$ cat src/rtl/ula_io_if.sv
// CPU bus bundle between the Z80 core and the ULA I/O block.
// Strobes are active-low; q/irq flow back to the CPU.
interface ula_io_if;
  logic        iorq;
  logic        rd;
  logic        wr;
  logic        m1;
  logic [15:0] a;
  logic [7:0]  d;
  logic [7:0]  q;
  logic        irq;

  modport master (
    output iorq, rd, wr, m1, a, d,
    input  q, irq
  );

  modport slave (
    input  iorq, rd, wr, m1, a, d,
    output q, irq
  );
endinterface

$ cat src/rtl/ula_io.sv
// ULA I/O: port FE (border/speaker/mic/keys/ear), frame counter, irq.
// Define ULA_KEMPSTON_EN to add the Kempston joystick on port 1F.
module ula_io (
  input  logic        clock,
  input  logic        reset,
  input  logic        ce,
  ula_io_if.slave     bus,
  input  logic [39:0] keys,
  input  logic        ear,
`ifdef ULA_KEMPSTON_EN
  input  logic [4:0]  joy,
`endif
  output logic [2:0]  border,
  output logic        speaker,
  output logic        mic
);

  localparam logic [16:0] FRAME_LAST = 17'd69887;
  localparam logic [16:0] IRQ_LEN    = 17'd32;

  logic [16:0] cnt_q, cnt_d;
  logic        mask_q, mask_d;
  logic        irq_q, irq_d;
  logic [7:0]  q_q, q_d;
  logic [2:0]  border_q;
  logic        spk_q, mic_q;
  logic        wrh_q;

  logic        io, ack, fe;
  logic        wr_fe, rd_fe;
  logic        wrap, latch;
  logic [4:0]  k;

  assign io    = !bus.iorq & bus.m1;
  assign ack   = !bus.iorq & !bus.m1;
  assign fe    = io & !bus.a[0];
  assign wr_fe = fe & !bus.wr;
  assign rd_fe = fe & !bus.rd;
  assign latch = wr_fe & !wrh_q;
  assign wrap  = ce & (cnt_q == FRAME_LAST);

`ifndef ULA_KEMPSTON_EN
  logic unused_bits;
  assign unused_bits = ^{bus.a[7:1], bus.d[7:5]};
`else
  logic unused_bits;
  assign unused_bits = ^bus.d[7:5];
`endif

  always_comb begin
    k = '1;
    for (int r = 0; r < 8; r++) begin
      if (!bus.a[8+r]) k = k & keys[5*r +: 5];
    end
  end

  always_comb begin
    q_d = 8'hFF;
    if (rd_fe) begin
      q_d = {1'b1, ear, 1'b1, k};
    end
`ifdef ULA_KEMPSTON_EN
    else if (io & !bus.rd & (bus.a[7:0] == 8'h1F)) begin
      q_d = {3'b000, joy};
    end
`endif
  end

  // Ack masks irq until the next wrap; ack wins a same-clock wrap.
  always_comb begin
    cnt_d  = cnt_q;
    mask_d = mask_q;
    if (ce) cnt_d = wrap ? 17'd0 : cnt_q + 17'd1;
    if (wrap) mask_d = 1'b0;
    if (ack) mask_d = 1'b1;
    irq_d = !((cnt_d < IRQ_LEN) & !mask_d);
  end

  // Edge history resets high so a write held across reset never latches.
  always_ff @(posedge clock) begin
    if (reset) begin
      cnt_q    <= '0;
      mask_q   <= 1'b1;
      irq_q    <= 1'b1;
      q_q      <= 8'hFF;
      border_q <= '0;
      spk_q    <= 1'b0;
      mic_q    <= 1'b0;
      wrh_q    <= 1'b1;
    end else begin
      cnt_q  <= cnt_d;
      mask_q <= mask_d;
      irq_q  <= irq_d;
      q_q    <= q_d;
      wrh_q  <= wr_fe;
      if (latch) begin
        border_q <= bus.d[2:0];
        mic_q    <= bus.d[3];
        spk_q    <= bus.d[4];
      end
    end
  end

  assign bus.q   = q_q;
  assign bus.irq = irq_q;
  assign border  = border_q;
  assign speaker = spk_q;
  assign mic     = mic_q;

endmodule
$ cat src/flat_wrapper.sv
// flat-port wrapper written by rule: the top's interface ports become plain ports
module ula_io_flat 
  (clock, reset, ce, keys, ear, border, speaker, mic, bus_iorq, bus_rd, bus_wr, bus_m1, bus_a, bus_d, bus_q, bus_irq);
  ula_io_if bus_i ();
  input  logic clock;
  input  logic reset;
  input  logic ce;
  input  logic [39:0] keys;
  input  logic ear;
  output logic [2:0] border;
  output logic speaker;
  output logic mic;
  input wire logic [$bits(bus_i.iorq)-1:0] bus_iorq;
  input wire logic [$bits(bus_i.rd)-1:0] bus_rd;
  input wire logic [$bits(bus_i.wr)-1:0] bus_wr;
  input wire logic [$bits(bus_i.m1)-1:0] bus_m1;
  input wire logic [$bits(bus_i.a)-1:0] bus_a;
  input wire logic [$bits(bus_i.d)-1:0] bus_d;
  output wire logic [$bits(bus_i.q)-1:0] bus_q;
  output wire logic [$bits(bus_i.irq)-1:0] bus_irq;
  assign bus_i.iorq = bus_iorq;
  assign bus_i.rd = bus_rd;
  assign bus_i.wr = bus_wr;
  assign bus_i.m1 = bus_m1;
  assign bus_i.a = bus_a;
  assign bus_i.d = bus_d;
  assign bus_q = bus_i.q;
  assign bus_irq = bus_i.irq;
  ula_io u_core (.clock(clock), .reset(reset), .ce(ce), .bus(bus_i), .keys(keys), .ear(ear), .border(border), .speaker(speaker), .mic(mic));
endmodule
$ cat config.mk
export PLATFORM = sky130hd
export DESIGN_NAME = ula_io_flat
export DESIGN_NICKNAME = d
export VERILOG_FILES = /design/src/rtl/ula_io_if.sv /design/src/rtl/ula_io.sv /design/src/flat_wrapper.sv
export SDC_FILE = /design/constraint.sdc
export NUM_CORES = 1
export LEC_CHECK = 0
export ABC_AREA = 1
export BUFFER_PORTS_ARGS = -buffer_cell sky130_fd_sc_hd__buf_2
export CAP_MARGIN = 10
export CORE_MARGIN = 2
export CORE_UTILIZATION = 46
export CTS_BUF_LIST = sky130_fd_sc_hd__clkbuf_4
export DETAILED_ROUTE_END_ITERATION = 16
export HOLD_SLACK_MARGIN = 0.03
export PLACE_DENSITY = 0.81
export SKIP_LAST_GASP = 1
export SLEW_MARGIN = 10
export SYNTH_ARGS = -nofsm -noshare
export SYNTH_HDL_FRONTEND = slang
export SYNTH_SLANG_ARGS = --single-unit
$ cat constraint.sdc
create_clock -name clock -period 1.85 [get_ports clock]
set_input_delay 0.555 -clock clock [delete_from_list [all_inputs] [get_ports clock]]
set_output_delay 0.555 -clock clock [all_outputs]
set_load 0.01 [all_outputs]
==> impl_metrics.ini <==
[global_route]
grt_pass1_vias = 1649
grt_first_pass_wirelength_um = 6860
gr-total-overflow = 0
globalRouteTotalUtil_pct = 21.4
grt_antenna_before_repair = 0
grt_max_degree = 17

[synthesis]
synth_area_um2 = 1630
synth_cells = 231
ys_seq_elements = 31
syn_avg_cell_area_um2 = 7.07
yosys.area.top_type = dfxtp_1
synth_area_leaders = dfxtp_1, nand2_1, o22ai_1
netlist.area_leader.share_pct = 38.0
seq_area_frac_synth_pct = 38.0
yosys_warnings = 0
netlist-cell-type-count = 30

[setup_path]
worst_r2r_path_depth = 9
slowest_delay_ps = 380
worstReg2RegStart = u_core.cnt_q[0]
worst-path-stages = 9
rrSetupSlack_ps = 180
cp_max_fo = 10
cp-start-kind = register
required_ps = 2060
cp_cell_sequence = ha_2 -> inv_1 -> nor2_2 -> and2_4 -> nand2_4 -> nand3_1 -> nand3_2 -> nor2_1 -> nand3_1
cp-endpoint = u_core.bus.irq
cpMaxStageDelayCell = dfxtp_1
critical_path.endpoint_type = register
cp_num_buf_inv = 1
cpLargestDelayFamily = simple AND/OR/NAND/NOR gates
critPathKind = register to register
r2r_end = u_core.bus.irq
cp.arrival_ps = 1890
critical_path.startpoint = u_core.cnt_q[0]
worst_path_most_repeated_cell = nand3_1

[clocking]
cts_root_buffer = clkbuf_4
cts_hold_buf = 0
numCtsBuffers = 5
cts_tree = built
clkTransAtPathRegs_ps = 100
post_cts_buffers = 0
htree_levels = 2
cts_buffer_depth = 2
cts.sinks = 31
post_cts_resized = 0
worstSkewPairLatency_ps = 330

[layout]
drive_above_1_share_pct = 33.8
areaGrowthSynthToFinish_pct = 30.6
final_cells = 360
diodes = 0
fin_nets = 386

[power]
p_per_area_nw_per_um2 = 566
worst_ir_drop_vdd_v = 0.000532
power_leakage_nw = 0.965

[worst_hold_path]
whs_path_depth = 3
hp-class = input pin to register
worstHoldStart = ear

[timing]
hold_viol_final = 0
finalMaxSlewViolations = 0
rsz0062_at_grt = false
max_freq_mhz = 597
fin_setup_tns_ps = 0
skew_ps = 13.5
final.period_utilization_pct = 90.5
hold_ws_ps = 398
setup_viol = 0
layout_setup_ws_ps = 175
period_needed_ps = 1670

[placement]
port-buffer-count = 73
placed_cells = 352
dpl.hpwl_um = 3400
pre_cts_slack_ps = -1.87
place.gp.congestion = 0.900

[drt]
num_vias = 1815
dr.pass1.iters = 4
drtIter0Drc = 66
viasPerCell = 5.04
drc = 0
drtAntennaViolNets = 0
wl_per_cell_um = 11.6
routed_wl_um = 4190

[die]
fp.coreArea_um2 = 3360
fp.dieW_um = 63.6
initial_core_util_pct = 48.6
pin_count = 86
die_area_um2 = 4040
placementRows = 21
die_y_um = 63.6

[flow_run]
maxCapViolCount = 0

[outcome]
status = finished, final reports clean
-- layout make-up --
type / count / area, um2
inverter: 31 / 116
clock buffer: 6 / 45.0
multi-input combinational: 164 / 868
sequential: 31 / 621
timing repair buffer: 80 / 418
tap: 46 / 57.6
clock inverter: 2 / 7.51
fill: 356 / 1230
-- per-stage QoR --
step                instance area (um2)  power [mW]  utilization, %
floorplan                          1640       0.757               -
global placement                   2080       0.842            61.8
detailed placement                 2080       0.844            61.8
CTS                                2130        1.22            63.4
global route                       2130        1.26            63.4
finish                             2130        1.21            63.4
-- worst min path at each step --
stage,to,slack [ps]
floorplan,u_core.cnt_q[1],460
global placement,u_core.border[2],430
detailed placement,u_core.speaker,430
CTS,u_core.bus.q[6],390
global route,u_core.bus.q[6],410
finish,u_core.bus.q[6],400
-- per-layer routing --
layer	routed length [um]	part of all wire [%]	global-route usage (%)
met5	0	0	0
met4	63	1.5	7.07
met3	304	7.3	6.25
met2	2060	49	37.4
met1	1760	42	24.8
-- state kept, by name, indices dropped and copies added (netlist names) --
signal,flops
u_core.mic,1
u_core.border,3
u_core.mask_q,1
u_core.bus.irq,1
u_core.cnt_q,17
u_core.bus.q,6
u_core.speaker,1
u_core.wrh_q,1
-- cells in the final DEF, fill, tap and decap left out --
cell and count:
or2_2 1, ha_2 1, nor3b_1 1, nor2_2 5, nor3_1 4, o22ai_1 19, o21ai_1 1, nand2_1 39
nand3_2 3, nand4_1 5, nand2_4 1, and3_1 1, inv_2 1, or2_0 1, conb_1 2, nand3_1 22
clkbuf_4 6, nor2_4 2, dfxtp_1 31, nand2_2 4, xor2_1 2, a21oi_4 1, buf_2 73, a21oi_1 7
buf_4 7, nor2_1 27, o21ai_0 9, inv_1 30, clkinv_1 2, and2_4 1, o41ai_1 5
-- cell families after synthesis --
| kind of cell | after synthesis | share of synthesized area [%] |
|---|---|---|
| xor gates and xnor gates | 2 | 1.07 |
| DFF | 31 | 38.0 |
| other | 1 | 0.229 |
| AOI/OAI and AO/OA | 42 | 16.2 |
| adders and majority gates | 1 | 0.766 |
| and+or+nand+nor | 117 | 34.5 |
| buffers and inverters | 37 | 9.26 |
-- cell usage after synthesis (all sizes together) --
| master | instances |
|---|---|
| nand4 | 5 |
| conb | 1 |
| nand2 | 44 |
| or2 | 2 |
| xor2 | 2 |
| o41ai | 5 |
| nor3b | 1 |
| a21oi | 8 |
| o21ai | 10 |
| buf | 4 |
| clkbuf | 2 |
| dfxtp | 31 |
| ha | 1 |
| and3 | 1 |
| and2 | 1 |
| nor3 | 4 |
| o22ai | 19 |
| nand3 | 25 |
| nor2 | 34 |
| inv | 31 |
-- worst min-delay path, stage by stage --
cell and delay, ps:
buf_2 70, inv_1 30, nand2_1 40
-- power by group --
group,leakage (nW),switching [mW],internal [mW]
logic,0.683,0.0707,0.0776
registers,0.251,0.00495,0.676
clock network,0.0307,0.224,0.155
(Power assumes the default switching activity.)
